--- src/rtl/servo_ramp_multi_if.sv ---
// Command port of servo_ramp_multi: one valid/ready transfer carries a
// channel index, a mode, a GOTO target and a per-tick step size.
interface servo_ramp_multi_if #(
  parameter int CH_W    = 2,
  parameter int ANGLE_W = 8
);
  logic               cmd_valid;
  logic               cmd_ready;
  logic [CH_W-1:0]    cmd_ch;
  logic [1:0]         cmd_mode;
  logic [ANGLE_W-1:0] cmd_target;
  logic [3:0]         cmd_step;

  modport master (
    output cmd_valid, cmd_ch, cmd_mode, cmd_target, cmd_step,
    input  cmd_ready
  );

  modport slave (
    input  cmd_valid, cmd_ch, cmd_mode, cmd_target, cmd_step,
    output cmd_ready
  );
endinterface

--- src/rtl/servo_ramp_multi.sv ---
// Multi-channel servo angle generator: HOLD / GOTO / SWEEP per channel, all
// channels paced by one shared prescaler. Define SERVO_RAMP_PAUSE_EN to add a pause input.
module servo_ramp_multi #(
  parameter int CHANNELS  = 4,
  parameter int ANGLE_W   = 8,
  parameter int ANGLE_MIN = 0,
  parameter int ANGLE_MAX = 180,
  parameter int DIV_W     = 20,
  parameter int SPEED_DIV = 120000
) (
  input  logic                        clk,
  input  logic                        reset_n,
`ifdef SERVO_RAMP_PAUSE_EN
  input  logic                        pause,
`endif
  servo_ramp_multi_if.slave           cmd,
  output logic [CHANNELS*ANGLE_W-1:0] angle,
  output logic [CHANNELS-1:0]         dir,
  output logic [CHANNELS-1:0]         busy,
  output logic [CHANNELS-1:0]         done
);

  localparam int CH_W  = (CHANNELS > 1) ? $clog2(CHANNELS) : 1;
  localparam int SUM_W = ANGLE_W + 1;
  localparam logic [ANGLE_W-1:0] MIN_A    = ANGLE_W'(ANGLE_MIN);
  localparam logic [ANGLE_W-1:0] MAX_A    = ANGLE_W'(ANGLE_MAX);
  localparam logic [SUM_W-1:0]   MIN_X    = SUM_W'(ANGLE_MIN);
  localparam logic [SUM_W-1:0]   MAX_X    = SUM_W'(ANGLE_MAX);
  localparam logic [DIV_W-1:0]   DIV_LAST = DIV_W'(SPEED_DIV - 1);

  typedef enum logic [1:0] {
    MODE_HOLD  = 2'd0,
    MODE_GOTO  = 2'd1,
    MODE_SWEEP = 2'd2
  } mode_t;

  logic [DIV_W-1:0]   div_cnt_reg;
  logic               cmd_ready_reg;
  logic               cmd_accept;
  logic               tick;
  logic               paused;
  logic [ANGLE_W-1:0] target_lo;
  logic [ANGLE_W-1:0] target_clamped;
  logic [3:0]         step_eff;

`ifdef SERVO_RAMP_PAUSE_EN
  assign paused = pause;
`else
  assign paused = 1'b0;
`endif

  assign tick       = !paused && (div_cnt_reg == DIV_LAST);
  assign cmd_accept = cmd.cmd_valid && cmd_ready_reg;
  assign cmd.cmd_ready = cmd_ready_reg;

  // Clamp written as max-then-min so a zero lower limit never yields a constant compare.
  assign target_lo      = (cmd.cmd_target > MIN_A) ? cmd.cmd_target : MIN_A;
  assign target_clamped = (target_lo < MAX_A) ? target_lo : MAX_A;
  assign step_eff       = (cmd.cmd_step == 4'd0) ? 4'd1 : cmd.cmd_step;

  always_ff @(posedge clk or negedge reset_n) begin
    if (!reset_n) begin
      div_cnt_reg <= '0;
    end else if (!paused) begin
      div_cnt_reg <= tick ? '0 : div_cnt_reg + 1'b1;
    end
  end

  // Ready is low for the single cycle after every accept, giving one command per two cycles.
  always_ff @(posedge clk or negedge reset_n) begin
    if (!reset_n) begin
      cmd_ready_reg <= 1'b0;
    end else begin
      cmd_ready_reg <= !cmd_accept;
    end
  end

  genvar gi;
  generate
    for (gi = 0; gi < CHANNELS; gi++) begin : g_ch
      mode_t              mode_reg;
      logic [ANGLE_W-1:0] angle_reg;
      logic [ANGLE_W-1:0] target_reg;
      logic [3:0]         step_reg;
      logic               dir_reg;
      logic               done_reg;
      logic               hit;
      logic [SUM_W-1:0]   angle_x;
      logic [SUM_W-1:0]   target_x;
      logic [SUM_W-1:0]   step_x;
      logic [SUM_W-1:0]   up_sum;
      logic [SUM_W-1:0]   down_diff;
      logic [ANGLE_W-1:0] goto_next;
      logic [ANGLE_W-1:0] sweep_next;
      logic               sweep_dir_next;

      assign hit       = cmd_accept && (cmd.cmd_ch == CH_W'(gi));
      assign angle_x   = {1'b0, angle_reg};
      assign target_x  = {1'b0, target_reg};
      assign step_x    = SUM_W'(step_reg);
      assign up_sum    = angle_x + step_x;
      assign down_diff = angle_x - step_x;

      // One-bit-wider sums let the limit tests see past the ends without wrapping.
      always_comb begin
        goto_next      = target_reg;
        sweep_next     = angle_reg;
        sweep_dir_next = dir_reg;
        if (angle_reg < target_reg) begin
          goto_next = (up_sum >= target_x) ? target_reg : up_sum[ANGLE_W-1:0];
        end else if (angle_reg > target_reg) begin
          goto_next = (angle_x <= target_x + step_x) ? target_reg : down_diff[ANGLE_W-1:0];
        end
        if (!dir_reg) begin
          if (up_sum >= MAX_X) begin
            sweep_next     = MAX_A;
            sweep_dir_next = 1'b1;
          end else begin
            sweep_next = up_sum[ANGLE_W-1:0];
          end
        end else begin
          if (angle_x <= MIN_X + step_x) begin
            sweep_next     = MIN_A;
            sweep_dir_next = 1'b0;
          end else begin
            sweep_next = down_diff[ANGLE_W-1:0];
          end
        end
      end

      always_ff @(posedge clk or negedge reset_n) begin
        if (!reset_n) begin
          mode_reg   <= MODE_HOLD;
          angle_reg  <= MIN_A;
          target_reg <= MIN_A;
          step_reg   <= 4'd1;
          dir_reg    <= 1'b0;
          done_reg   <= 1'b0;
        end else begin
          done_reg <= 1'b0;
          if (hit) begin
            target_reg <= target_clamped;
            step_reg   <= step_eff;
            case (cmd.cmd_mode)
              2'd0: mode_reg <= MODE_HOLD;
              2'd1: begin
                dir_reg <= (target_clamped < angle_reg);
                if (target_clamped == angle_reg) begin
                  done_reg <= 1'b1;
                  mode_reg <= MODE_HOLD;
                end else begin
                  mode_reg <= MODE_GOTO;
                end
              end
              2'd2: begin
                mode_reg <= MODE_SWEEP;
                if (angle_reg == MIN_A) begin
                  dir_reg <= 1'b0;
                end else if (angle_reg == MAX_A) begin
                  dir_reg <= 1'b1;
                end
              end
              default: begin
                mode_reg  <= MODE_HOLD;
                angle_reg <= MIN_A;
                dir_reg   <= 1'b0;
              end
            endcase
          end else if (tick) begin
            case (mode_reg)
              MODE_GOTO: begin
                angle_reg <= goto_next;
                if (goto_next == target_reg) begin
                  done_reg <= 1'b1;
                  mode_reg <= MODE_HOLD;
                end
              end
              MODE_SWEEP: begin
                angle_reg <= sweep_next;
                dir_reg   <= sweep_dir_next;
              end
              default: ;
            endcase
          end
        end
      end

      assign angle[gi*ANGLE_W +: ANGLE_W] = angle_reg;
      assign dir[gi]  = dir_reg;
      assign busy[gi] = (mode_reg != MODE_HOLD);
      assign done[gi] = done_reg;
    end
  endgenerate

endmodule
--- src/flat_wrapper.sv ---
// flat-port wrapper written by rule: the top's interface ports become plain ports
module servo_ramp_multi_flat 
#(
  parameter int CHANNELS  = 4,
  parameter int ANGLE_W   = 8,
  parameter int ANGLE_MIN = 0,
  parameter int ANGLE_MAX = 180,
  parameter int DIV_W     = 20,
  parameter int SPEED_DIV = 120000
)
  (clk, reset_n, angle, dir, busy, done, cmd_cmd_valid, cmd_cmd_ch, cmd_cmd_mode, cmd_cmd_target, cmd_cmd_step, cmd_cmd_ready);
  servo_ramp_multi_if #(.ANGLE_W(ANGLE_W)) cmd_i ();
  input  logic clk;
  input  logic reset_n;
  output logic [CHANNELS*ANGLE_W-1:0] angle;
  output logic [CHANNELS-1:0] dir;
  output logic [CHANNELS-1:0] busy;
  output logic [CHANNELS-1:0] done;
  input wire logic [$bits(cmd_i.cmd_valid)-1:0] cmd_cmd_valid;
  input wire logic [$bits(cmd_i.cmd_ch)-1:0] cmd_cmd_ch;
  input wire logic [$bits(cmd_i.cmd_mode)-1:0] cmd_cmd_mode;
  input wire logic [$bits(cmd_i.cmd_target)-1:0] cmd_cmd_target;
  input wire logic [$bits(cmd_i.cmd_step)-1:0] cmd_cmd_step;
  output wire logic [$bits(cmd_i.cmd_ready)-1:0] cmd_cmd_ready;
  assign cmd_i.cmd_valid = cmd_cmd_valid;
  assign cmd_i.cmd_ch = cmd_cmd_ch;
  assign cmd_i.cmd_mode = cmd_cmd_mode;
  assign cmd_i.cmd_target = cmd_cmd_target;
  assign cmd_i.cmd_step = cmd_cmd_step;
  assign cmd_cmd_ready = cmd_i.cmd_ready;
  servo_ramp_multi #(.CHANNELS(CHANNELS), .ANGLE_W(ANGLE_W), .ANGLE_MIN(ANGLE_MIN), .ANGLE_MAX(ANGLE_MAX), .DIV_W(DIV_W), .SPEED_DIV(SPEED_DIV)) u_core (.clk(clk), .reset_n(reset_n), .cmd(cmd_i), .angle(angle), .dir(dir), .busy(busy), .done(done));
endmodule
--- config.mk ---
export PLATFORM = sky130hd
export DESIGN_NAME = servo_ramp_multi_flat
export DESIGN_NICKNAME = d
export VERILOG_FILES = /design/src/rtl/servo_ramp_multi_if.sv /design/src/rtl/servo_ramp_multi.sv /design/src/flat_wrapper.sv
export SDC_FILE = /design/constraint.sdc
export NUM_CORES = 1
export LEC_CHECK = 0
export CORE_UTILIZATION = 55
export DETAILED_ROUTE_END_ITERATION = 8
export PLACE_DENSITY = 0.74
export SLEW_MARGIN = 40
export SYNTH_ARGS = -nofsm -noshare
export SYNTH_HDL_FRONTEND = slang
export SYNTH_SLANG_ARGS = --single-unit
--- constraint.sdc ---
create_clock -name clk -period 8.8 [get_ports clk]
set_clock_uncertainty 0.1 [all_clocks]
set_input_delay 1.76 -clock clk [delete_from_list [all_inputs] [get_ports clk]]
set_output_delay 1.76 -clock clk [all_outputs]
set_load 0.01 [all_outputs]
# Yosys cells after proc, flatten, opt, wreduce, memory -nomap -nowiden
# Index checks and enable logic that the tools add are counted.
[op_classes]
addsub = 13
muxes = 129
magnitude_cmp = 30
n_eq_ne = 38
reduce_logical = 50
[op_table]
columns = ["cell", "count"]
rows = [
  ["8-bit two-way mux", 39],
  ["8-bit by 4-bit adder with 9-bit output", 8],
  ["8-bit == test", 8],
  ["8-bit < comparator", 8],
  ["8-bit one-hot mux with 2 select lines", 4],
  ["1-bit two-way mux", 60],
  ["2-bit nonzero test", 20],
  ["9-bit by 8-bit greater-or-equal comparator with 1-bit output", 4],
  ["9-bit by 8-bit greater-or-equal comparator with 1-bit output, second input constant", 4],
  ["8-bit by 9-bit less-or-equal comparator with 1-bit output", 4],
  ["8-bit == test, second input constant", 4],
  ["8-bit > comparator", 4],
  ["8-bit by 4-bit less-or-equal comparator with 1-bit output", 4],
  ["8-bit logical NOT", 4],
  ["2-bit two-way mux", 16],
  ["8-bit by 4-bit subtractor with 8-bit output", 4],
  ["3-bit AND reduction", 8],
  ["20-bit by 1-bit adder with 20-bit output, second input constant", 1],
  ["20-bit by 17-bit == test with 1-bit output, second input constant", 1],
  ["20-bit two-way mux", 1],
  ["2-bit != test, second input constant", 8],
  ["4-bit != test, second input constant", 4],
  ["2-bit one-hot mux with 2 select lines", 4],
  ["4-bit AND reduction", 4],
  ["12 further kinds", 34],
]
[totals]
regBits = 117
output_inout_bits = 45

# Longest topological paths before layout
# Gate-level depths: netlist of the first run.
[depth]
word_depth = 10
depth_mapped = 18

# Least setup slack after synthesis of the first run
# OpenSTA, ideal clock, no wires.
[synth_timing]
path_type = "register to register"
from = "register u_core.g_ch[0].angle_reg[0]"
to = "register u_core.g_ch[0].mode_reg[0]"
t_required_ns = 8.567
arrival_ns = 4.040
slack_ns = 4.527
setup_ns = 0.133
n_path_buf = 1
period_less_slack_ns = 4.273
stages_incl_launch_ff = 17
path_cell_list = "dfrtp_1 ha_1 fa_1 nor2b_1 o21ai_1 nand2_1 xnor2_1 ha_1 a21o_1 a221oi_1 o21ai_1 or2_0 buf_2 o32a_1 a22o_1 a2111oi_2 a21oi_1"
[synth_via]
elab_chain_len = 7
elab_cells_between_ends = 17
classes_between = "add/sub: 2; order compare: 4; eq/ne: 2; mux: 7; reduce/logical: 2"
[synth_rtl]
columns = ["element", "line_no", "rtl"]
rows = [
  ["start, declared", "servo_ramp_multi.sv:82", "logic [ANGLE_W-1:0] angle_reg;"],
  ["start signal, assigned", "servo_ramp_multi.sv:172", "angle_reg <= goto_next;"],
  ["start signal, assigned", "servo_ramp_multi.sv:179", "angle_reg <= sweep_next;"],
  ["8-bit by 4-bit adder with 9-bit output (tied with other cells)", "servo_ramp_multi.sv:101", "assign up_sum = angle_x + step_x;"],
  ["9-bit by 8-bit greater-or-equal comparator with 1-bit output / 8-bit two-way mux (equally long branches)", "servo_ramp_multi.sv:110, servo_ramp_multi.sv:112", ""],
  ["8-bit two-way mux, on equally long branches", "servo_ramp_multi.sv:110, servo_ramp_multi.sv:111", ""],
  ["8-bit two-way mux", "servo_ramp_multi.sv:109", "if (angle_reg < target_reg) begin"],
  ["8-bit == test", "servo_ramp_multi.sv:173", "if (goto_next == target_reg) begin"],
  ["2-bit nonzero test (no line)", "--", ""],
  ["3-bit AND reduction (no line)", "--", ""],
  ["end signal, assigned", "servo_ramp_multi.sv:133", "mode_reg <= MODE_HOLD;"],
  ["end signal, assigned", "servo_ramp_multi.sv:164", "mode_reg <= MODE_HOLD;"],
  ["end signal, assigned", "servo_ramp_multi.sv:175", "mode_reg <= MODE_HOLD;"],
  ["end, declared", "servo_ramp_multi.sv:81", "mode_t mode_reg;"],
]
# Several ways; a longest one is shown, not always the timed one.
# A chain may end at the register's enable or synchronous reset.

# Worst setup path in the final report of the first run
[layout_timing]
from = "register u_core.g_ch[0].angle_reg[0]"
to = "register u_core.g_ch[0].mode_reg[1]"
[layout_via]
elab_chain_len = 7
elab_cells_between_ends = 13
classes_between = "add/sub: 2; order compare: 4; eq/ne: 1; mux: 4; reduce/logical: 2"
[layout_rtl]
columns = ["element", "line_no"]
rows = [
  ["8-bit by 4-bit adder with 9-bit output (tied with other cells)", "servo_ramp_multi.sv:101"],
  ["9-bit by 8-bit greater-or-equal comparator with 1-bit output / 8-bit two-way mux (equally long branches)", "servo_ramp_multi.sv:110, servo_ramp_multi.sv:112"],
  ["8-bit two-way mux, on equally long branches", "servo_ramp_multi.sv:110, servo_ramp_multi.sv:111"],
  ["8-bit two-way mux (*)", "servo_ramp_multi.sv:109"],
  ["8-bit == test (*)", "servo_ramp_multi.sv:173"],
  ["2-bit nonzero test (no line) (*)", "--"],
  ["3-bit AND reduction (no line) (*)", "--"],
]
# Every way passes the cells marked *; elsewhere a longest branch is shown, timed or not.

==> results of run 1 <==
==> power groups by stage <==
stage | Combinational (uW) | Sequential, uW | Clock, uW
2_1_floorplan | 884 | 655 | 0
3_3_place_gp | 1120 | 711 | 0
3_5_place_dp | 1150 | 712 | 0
4_1_cts | 1150 | 703 | 760
5_1_grt | 1310 | 713 | 784
6_report | 1180 | 708 | 756
==> layer usage <==
metal	vias to the layer above	routed length (um)
met5	-	0
met4	0	1770
met3	142	3360
met2	619	19600
met1	6345	18500
li1	6114	-
==> critical path: cells and delay by family, from the launching register on <==
kind	cells	cell delay, ps
compound gates	8	2040
xor+xnor	1	440
fa+ha+maj	3	1080
flops	1	460
simple gates	3	630
==> path summary, 6_finish.rpt <==
check                      cells after the start                            to                   startpoint
min reg2reg                                    1         u_core.div_cnt_reg[0]        u_core.div_cnt_reg[0]
min in group asynchronous                      1  u_core.g_ch[2].target_reg[7]                      reset_n
max reg2reg                                   15    u_core.g_ch[0].mode_reg[1]  u_core.g_ch[0].angle_reg[0]
max in group asynchronous                      2   u_core.g_ch[0].angle_reg[1]                      reset_n
min                                            1         u_core.div_cnt_reg[0]        u_core.div_cnt_reg[0]
max                                           15    u_core.g_ch[0].mode_reg[1]  u_core.g_ch[0].angle_reg[0]
==> cell type report <==
class                           instances  area, um^2
Clock buffer                           18         429
Clock inverter                         14         204
Fill cell                            2189        9310
Inverter                              143         537
Multi-Input combinational cell       1319        9750
Sequential cell                       117        2930
Tap cell                              324         405
Timing Repair Buffer                   70         684
==> metrics by stage <==
step | instances | power [uW] | util (%) | setup WS [ps]
after global placement | 1971 | 1830 | 58.9 | 3960
after global routing | 2005 | 2800 | 61.6 | 3690
final | 2005 | 2640 | 61.6 | 3920
after detailed placement | 1972 | 1860 | 59.0 | 3840
after CTS | 2004 | 2620 | 61.6 | 4010
after floorplan | 1648 | 1540 | - | 4530
==> Yosys cell counts, types with 5 or more instances <==
cell type / instances / share of area [%]
ha_1: 194 / 18
nand2_1: 149 / 4.1
inv_1: 141 / 3.9
o21ai_0: 119 / 4.4
dfrtp_1: 113 / 21
a21oi_1: 89 / 3.3
xnor2_1: 82 / 5.3
nor2_1: 81 / 2.2
nand3_1: 51 / 1.9
clkbuf_1: 44 / 1.2
a21o_1: 36 / 2.0
nor3_1: 31 / 1.1
nand4_1: 29 / 1.3
nor2b_1: 27 / 1.2
and3_1: 24 / 1.1
o21a_1: 24 / 1.3
nand2b_1: 22 / 1.0
xor2_1: 20 / 1.3
o211ai_1: 18 / 1.0
a31oi_1: 17 / 0.79
o221ai_1: 17 / 1.1
a211oi_1: 14 / 0.78
o21ai_1: 13 / 0.48
o31ai_1: 13 / 0.72
or3_1: 13 / 0.60
a22o_1: 12 / 0.78
fa_1: 12 / 1.8
o22ai_1: 12 / 0.56
a32o_1: 11 / 0.81
buf_2: 11 / 0.41
a221oi_1: 10 / 0.65
buf_4: 10 / 0.56
o31a_1: 10 / 0.65
a22oi_1: 9 / 0.50
and2_1: 9 / 0.42
mux2i_1: 9 / 0.67
nor4_1: 9 / 0.42
o2111ai_1: 9 / 0.58
a2111oi_0: 8 / 0.52
or2_2: 7 / 0.32
a211o_1: 6 / 0.39
a21boi_0: 5 / 0.28
a311oi_1: 5 / 0.32
o311a_1: 5 / 0.37
==> cells by family (layout without fill, tap and decap cells) <==
kind of cell | count (synthesis) | after routing | share of synthesized area [%]
AND/OR/NAND/NOR | 476 | 476 | 17.7
flip-flops | 117 | 117 | 21.7
XOR/XNOR | 104 | 104 | 6.94
multiplexers | 11 | 11 | 0.833
AO/OA/AOI/OAI | 522 | 522 | 26.8
adder cells (fa/ha/maj) | 206 | 206 | 19.7
buffers and inverters | 212 | 245 | 6.33
==> metrics.md, run 1 <==
| Metric | Value |
|---|---|
| Clk slew on worst S/H paths | 60 ps |
| VDD IR-drop max | 115 uV |
| Mapped Cells | 1,648 |
| Post_cts resized | 0 |
| Arr. time, crit path | 5060 ps |
| Layout Area Growth over Synthesis | 10.5% |
| Final Cycle Share | 55.4% |
| Sequential share of power | 26.8% |
| Slew Limit Fails | 0 |
| Relative slew slack | 43.2% |
| Synth async-reset ratio | 100% |
| Switch share | 41.3% |
| Most common flop cell mapped by yosys | dfrtp_1 |
| Post-CTS Setup Repair Bufs | 0 |
| Htree depth | 4 |
| Nets | 1,893 |
| Pint | 1550 uW |
| Final count of negative-setup-slack endpoints | 0 |
| Gr usage total | 34.6% |
| Routed len/inst | 21.6 um |
| GR peak layer | met2 |
| CTS buffer count | 17 |
| Worst path cell trace | ha_1, fa_1, nor2b_1, o21ai_1, nand2_1, xnor2_1, ha_1, a21o_1, a221oi_1, o21ai_1, or2_0, o32a_1, a22o_1, a2111oi_2, a21oi_1 |
| Net count after synthesis | 1,873 |
| Root Driver | clkbuf_16 |
| Max FO, Critical Path | 7 |
| Clock Path Buffers | 2 |
| Final Instance Area | 14,900 um^2 |
| #FFs+latches synth | 117 |
| Global-route wire length before repair | 69.0 mm |
| Switching power total | 1090 uW |
| Worst Hold Class | flip-flop to flip-flop |
| Startpoint Class | flip-flop |
| Post-Place Cell Area | 14,300 um^2 |
| Critical-path top delay cell | dfrtp_1 |
| Met2 usage | 56.2% |
| Pwr dens | 177 nW/um^2 |
| Yosys synthesis warning count | 0 |
| # hold bufs at CTS | 0 |
| Global Route met3 Usage | 5.54% |
| Die area | 25,200 um^2 |
| FMAX | 0.205 GHz |
| # rows | 57 |
| DR vias | 13,200 |
| Grt ovf | 0 |
| Worst path required time | 8980 ps |
| ANT nets after route | 0 |
| Leak | 0.00677 uW |
| Reg2reg setup slack | 3920 ps |
| Sequential area share after synthesis | 21.7% |
| I/O Buffers | 63 |
| Maxcap violations | 0 |
| Unrepaired setup endpoints after global routing | false |
| Final min period | 4880 ps |
| Synth Area per Inst | 8.21 um^2 |
| Die extent in x | 159 um |
| Drt pass-1 iters | 5 |
| IO Pins | 64 |
| Commonest cells after routing, fill and taps aside | 194 x ha_1, 148 x nand2_1, 141 x inv_1 |
| CTS tree | built |
| Clock share of power | 28.6% |
| Crit path kind | flip-flop to flip-flop |
| Outcome | finished clean |
| Initial antenna violation count | 0 |
| DRC | 0 |
| Largest net degree at the start of global routing | 77 |
| Final Hold Vio Count | 0 |
| Total core area | 24,200 um^2 |
| Diode count | 0 |
| Final hold slack | 387 ps |
| Total clock sinks | 117 |
| Initial core utilization | 55.8% |
| Via-per-instance ratio | 6.59 |
| DR iter-0 viols | 1,208 |
| Routed wire length | 43.3 mm |
| Worst skew pair latency | 420 ps |
| Layout cell share with drive strength beyond 1 | 4.76% |
| Critical Path End Type | flip-flop |
| Vias in the first global route | 13,000 |
| Worst-Margin Slew | 852 ps |
| Commonest non-fill, non-tap cell in the layout | ha_1 |
| Cell variety after synth | 95 |
| Post-Syn Area | 13,500 um^2 |
| Dpl hpwl | 32.3 mm |
| GR Util met1 | 44.9% |
| Height of the die | 159 um |
| Final GP Congestion | 0.999 |
| Post-synth EDFFs | 0 |
| Setup TNS | 0 ps |
| Combinational Power Share | 44.6% |
| CP peak stage delay | 460 ps |
Note: power is estimated with default switching activity, not from simulation.
==> run 2, diff against run 1 <==
==> constraint.sdc (replaced) <==
create_clock -name clk -period 5 [get_ports clk]
set_clock_uncertainty 0.1 [all_clocks]
set_input_delay 1 -clock clk [delete_from_list [all_inputs] [get_ports clk]]
set_output_delay 1 -clock clk [all_outputs]
set_load 0.01 [all_outputs]
==> run 2 against run 1 <==
Power rose by 79%. Die area unchanged. Fmax rose by 5.5%. Clock power grew 79%. Flip-flop and latch count is the same. Non-clock buffer count is 34 higher. Worst hold slack worse by 6.4 ps. Critical path type unchanged. Critical endpoint is now u_core.g_ch[0].mode_reg[0].
==> metrics.md, run 2 (synthesized netlist as in run 1, its figures left out) <==
| Metric | Value |
|---|---|
| Pint | 2810 uW (+81%) |
| CTS buffer count | 17 (unchanged) |
| Nets | 1,927 (+1.8%) |
| DRC | 0 (unchanged) |
| IO Pins | 64 (unchanged) |
| Clock Path Buffers | 2 (unchanged) |
| Routed len/inst | 22.6 um (+4.5%) |
| Commonest cells after routing, fill and taps aside | 194 x ha_1, 149 x nand2_1, 141 x inv_1 |
| Worst-Margin Slew | 820 ps (-31.9 ps) |
| Grt ovf | 0 (unchanged) |
| RR Startpoint | u_core.g_ch[0].angle_reg[2] |
| Vias in the first global route | 13,000 (+0.46%) |
| Layout cell share with drive strength beyond 1 | 6.59% (+1.8 points) |
| Final Cycle Share | 92.5% (+37 points) |
| Leak | 0.00696 uW (+2.7%) |
| Global-route wire length before repair | 72.6 mm (+5.2%) |
| Initial core utilization | 55.8% (unchanged) |
| Placed insts | 2,007 (+1.8%) |
| DR vias | 13,200 (+0.083%) |
| Post_cts resized | 0 (unchanged) |
| Gr usage total | 36.8% (+2.2 points) |
| Via-per-instance ratio | 6.49 (-1.6%) |
| Arr. time, crit path | 4810 ps (-250 ps) |
| CTS tree | built |
| Final Hold Vio Count | 0 (unchanged) |
| DR iter-0 viols | 1,385 (+15%) |
| R2R Path End | u_core.g_ch[0].mode_reg[0] |
| Clock share of power | 28.5% (about the same) |
| FILL cells | 2,140 (-2.2%) |
| Fin cells | 2,040 (+1.7%) |
| I/O Buffers | 63 (unchanged) |
| Switch share | 40.7% (-0.63 points) |
| Reg area | 2930 um^2 (unchanged) |
| Final GP Congestion | 0.989 (-0.92%) |
| Startpoint Class | flip-flop |
| # rows | 57 (unchanged) |
| Initial antenna violation count | 1 (+1) |
| Routed wire length | 46.0 mm (+6.3%) |
| FMAX | 0.216 GHz (+5.5%) |
| Largest net degree at the start of global routing | 68 (-12%) |
| Total clock sinks | 117 (unchanged) |
| Outcome | finished clean |
| Worst path required time | 5190 ps (-3790 ps) |
| # hold bufs at CTS | 0 (unchanged) |
| Max FO, Critical Path | 12 (+5) |
| Sequential share of power | 26.2% (-0.6 points) |
| Relative slew slack | 45.3% (+2.1 points) |
| Die extent in x | 159 um (unchanged) |
| Maxcap violations | 0 (unchanged) |
| Reg2reg setup slack | 380 ps (-3540 ps) |
| Multi-input logic area | 9750 um^2 (about the same) |
| Total core area | 24,200 um^2 (unchanged) |
| VDD IR-drop max | 237 uV (+110%) |
| Height of the die | 159 um (unchanged) |
| Die area | 25,200 um^2 (unchanged) |
| Worst Hold Depth | 1 (unchanged) |
| Critical Path End Type | flip-flop |
| Final count of negative-setup-slack endpoints | 0 (unchanged) |
| Hold worst-path end | u_core.div_cnt_reg[19] |
| Worst Hold Class | flip-flop to flip-flop |
| Layout Area Growth over Synthesis | 12.4% |
| Worst skew pair latency | 430 ps (about the same) |
| Slew Limit Fails | 0 (unchanged) |
| Dpl hpwl | 35.2 mm (+8.8%) |
| Htree depth | 4 (unchanged) |
| Commonest non-fill, non-tap cell in the layout | ha_1 |
| Setup TNS | 0 ps (unchanged) |
| Core Util, Final | 62.7% (+1.1 points) |
| Count of cells along the worst register-to-register path | 13 (-2) |
| Drt pass-1 iters | 6 (+1) |
| Post-CTS Setup Repair Bufs | 0 (unchanged) |
| Switching power total | 1930 uW (+77%) |
| Clk slew on worst S/H paths | 60 ps (about the same) |
| Unrepaired setup endpoints after global routing | false |
| ANT nets after route | 0 (unchanged) |
| Min-delay src | u_core.div_cnt_reg[19] |
| Combinational Power Share | 45.3% (+0.7 points) |
| Final min period | 4620 ps (-255 ps) |
| Crit path kind | flip-flop to flip-flop |
| Root Driver | clkbuf_16 |
| Pwr dens | 312 nW/um^2 (+76%) |
==> run 2: area by class of cell <==
type | instances | share of cell area, %
diodes | 1 | 0.0165
clock buffers | 24 | 3.23
clock inverters | 8 | 0.963
inverters | 143 | 3.53
multi-input cells | 1319 | 64.1
flip-flops and latches | 117 | 19.3
well taps | 324 | 2.67
repair buffers | 104 | 6.18
==> run 2: worst max path at each step <==
stage / start / to / slack (ps) / depth (start not counted)
6_report: u_core.g_ch[0].angle_reg[2] / u_core.g_ch[0].mode_reg[0] / 380 / 13
3_5_place_dp: u_core.g_ch[0].angle_reg[2] / u_core.g_ch[0].mode_reg[0] / 480 / 13
2_1_floorplan: u_core.g_ch[0].angle_reg[0] / u_core.g_ch[0].mode_reg[0] / 730 / 16
5_1_grt: u_core.g_ch[0].angle_reg[2] / u_core.g_ch[0].mode_reg[0] / 130 / 15
3_3_place_gp: u_core.g_ch[0].angle_reg[2] / u_core.g_ch[0].mode_reg[1] / 540 / 13
4_1_cts: u_core.g_ch[0].angle_reg[2] / u_core.g_ch[0].mode_reg[0] / 440 / 13
==> run 2: through the flow <==
step | setup slack (ps) | power (uW) | cell area, um^2 | hold slack, ps
2_1_floorplan | 727 | 2710 | 13500 | 346
3_3_place_gp | 545 | 3310 | 14600 | 362
3_5_place_dp | 477 | 3340 | 14600 | 368
4_1_cts | 444 | 4700 | 15200 | 379
5_1_grt | 131 | 5030 | 15200 | 415
6_report | 377 | 4740 | 15200 | 381
==> run 2: power groups by stage <==
stage	sequential [uW]	clock (uW)	combinational, uW
CTS	1230	1360	2110
finish	1240	1350	2150
detailed placement	1240	0	2100
global placement	1250	0	2060
floorplan	1150	0	1560
global route	1250	1410	2370
==> run 2: routing by layer <==
layer | global-route usage (%) | share of wire [%]
met4 | 15.0 | 3.3
met3 | 6.30 | 8.2
met5 | 0 | 0
met2 | 59.3 | 46
met1 | 48.8 | 43
==> run 2: worst max-delay path, stage by stage (launching register included) <==
cell       delay [ps]
dfrtp_1           480
ha_1              520
nand2b_1          220
a221oi_1          410
xnor2_1           290
ha_1              330
and3_1            190
a221oi_1          270
o21ai_1           160
or2_0             370
o32a_1            390
a22o_1            270
a2111oi_2         370
a21oi_1           120
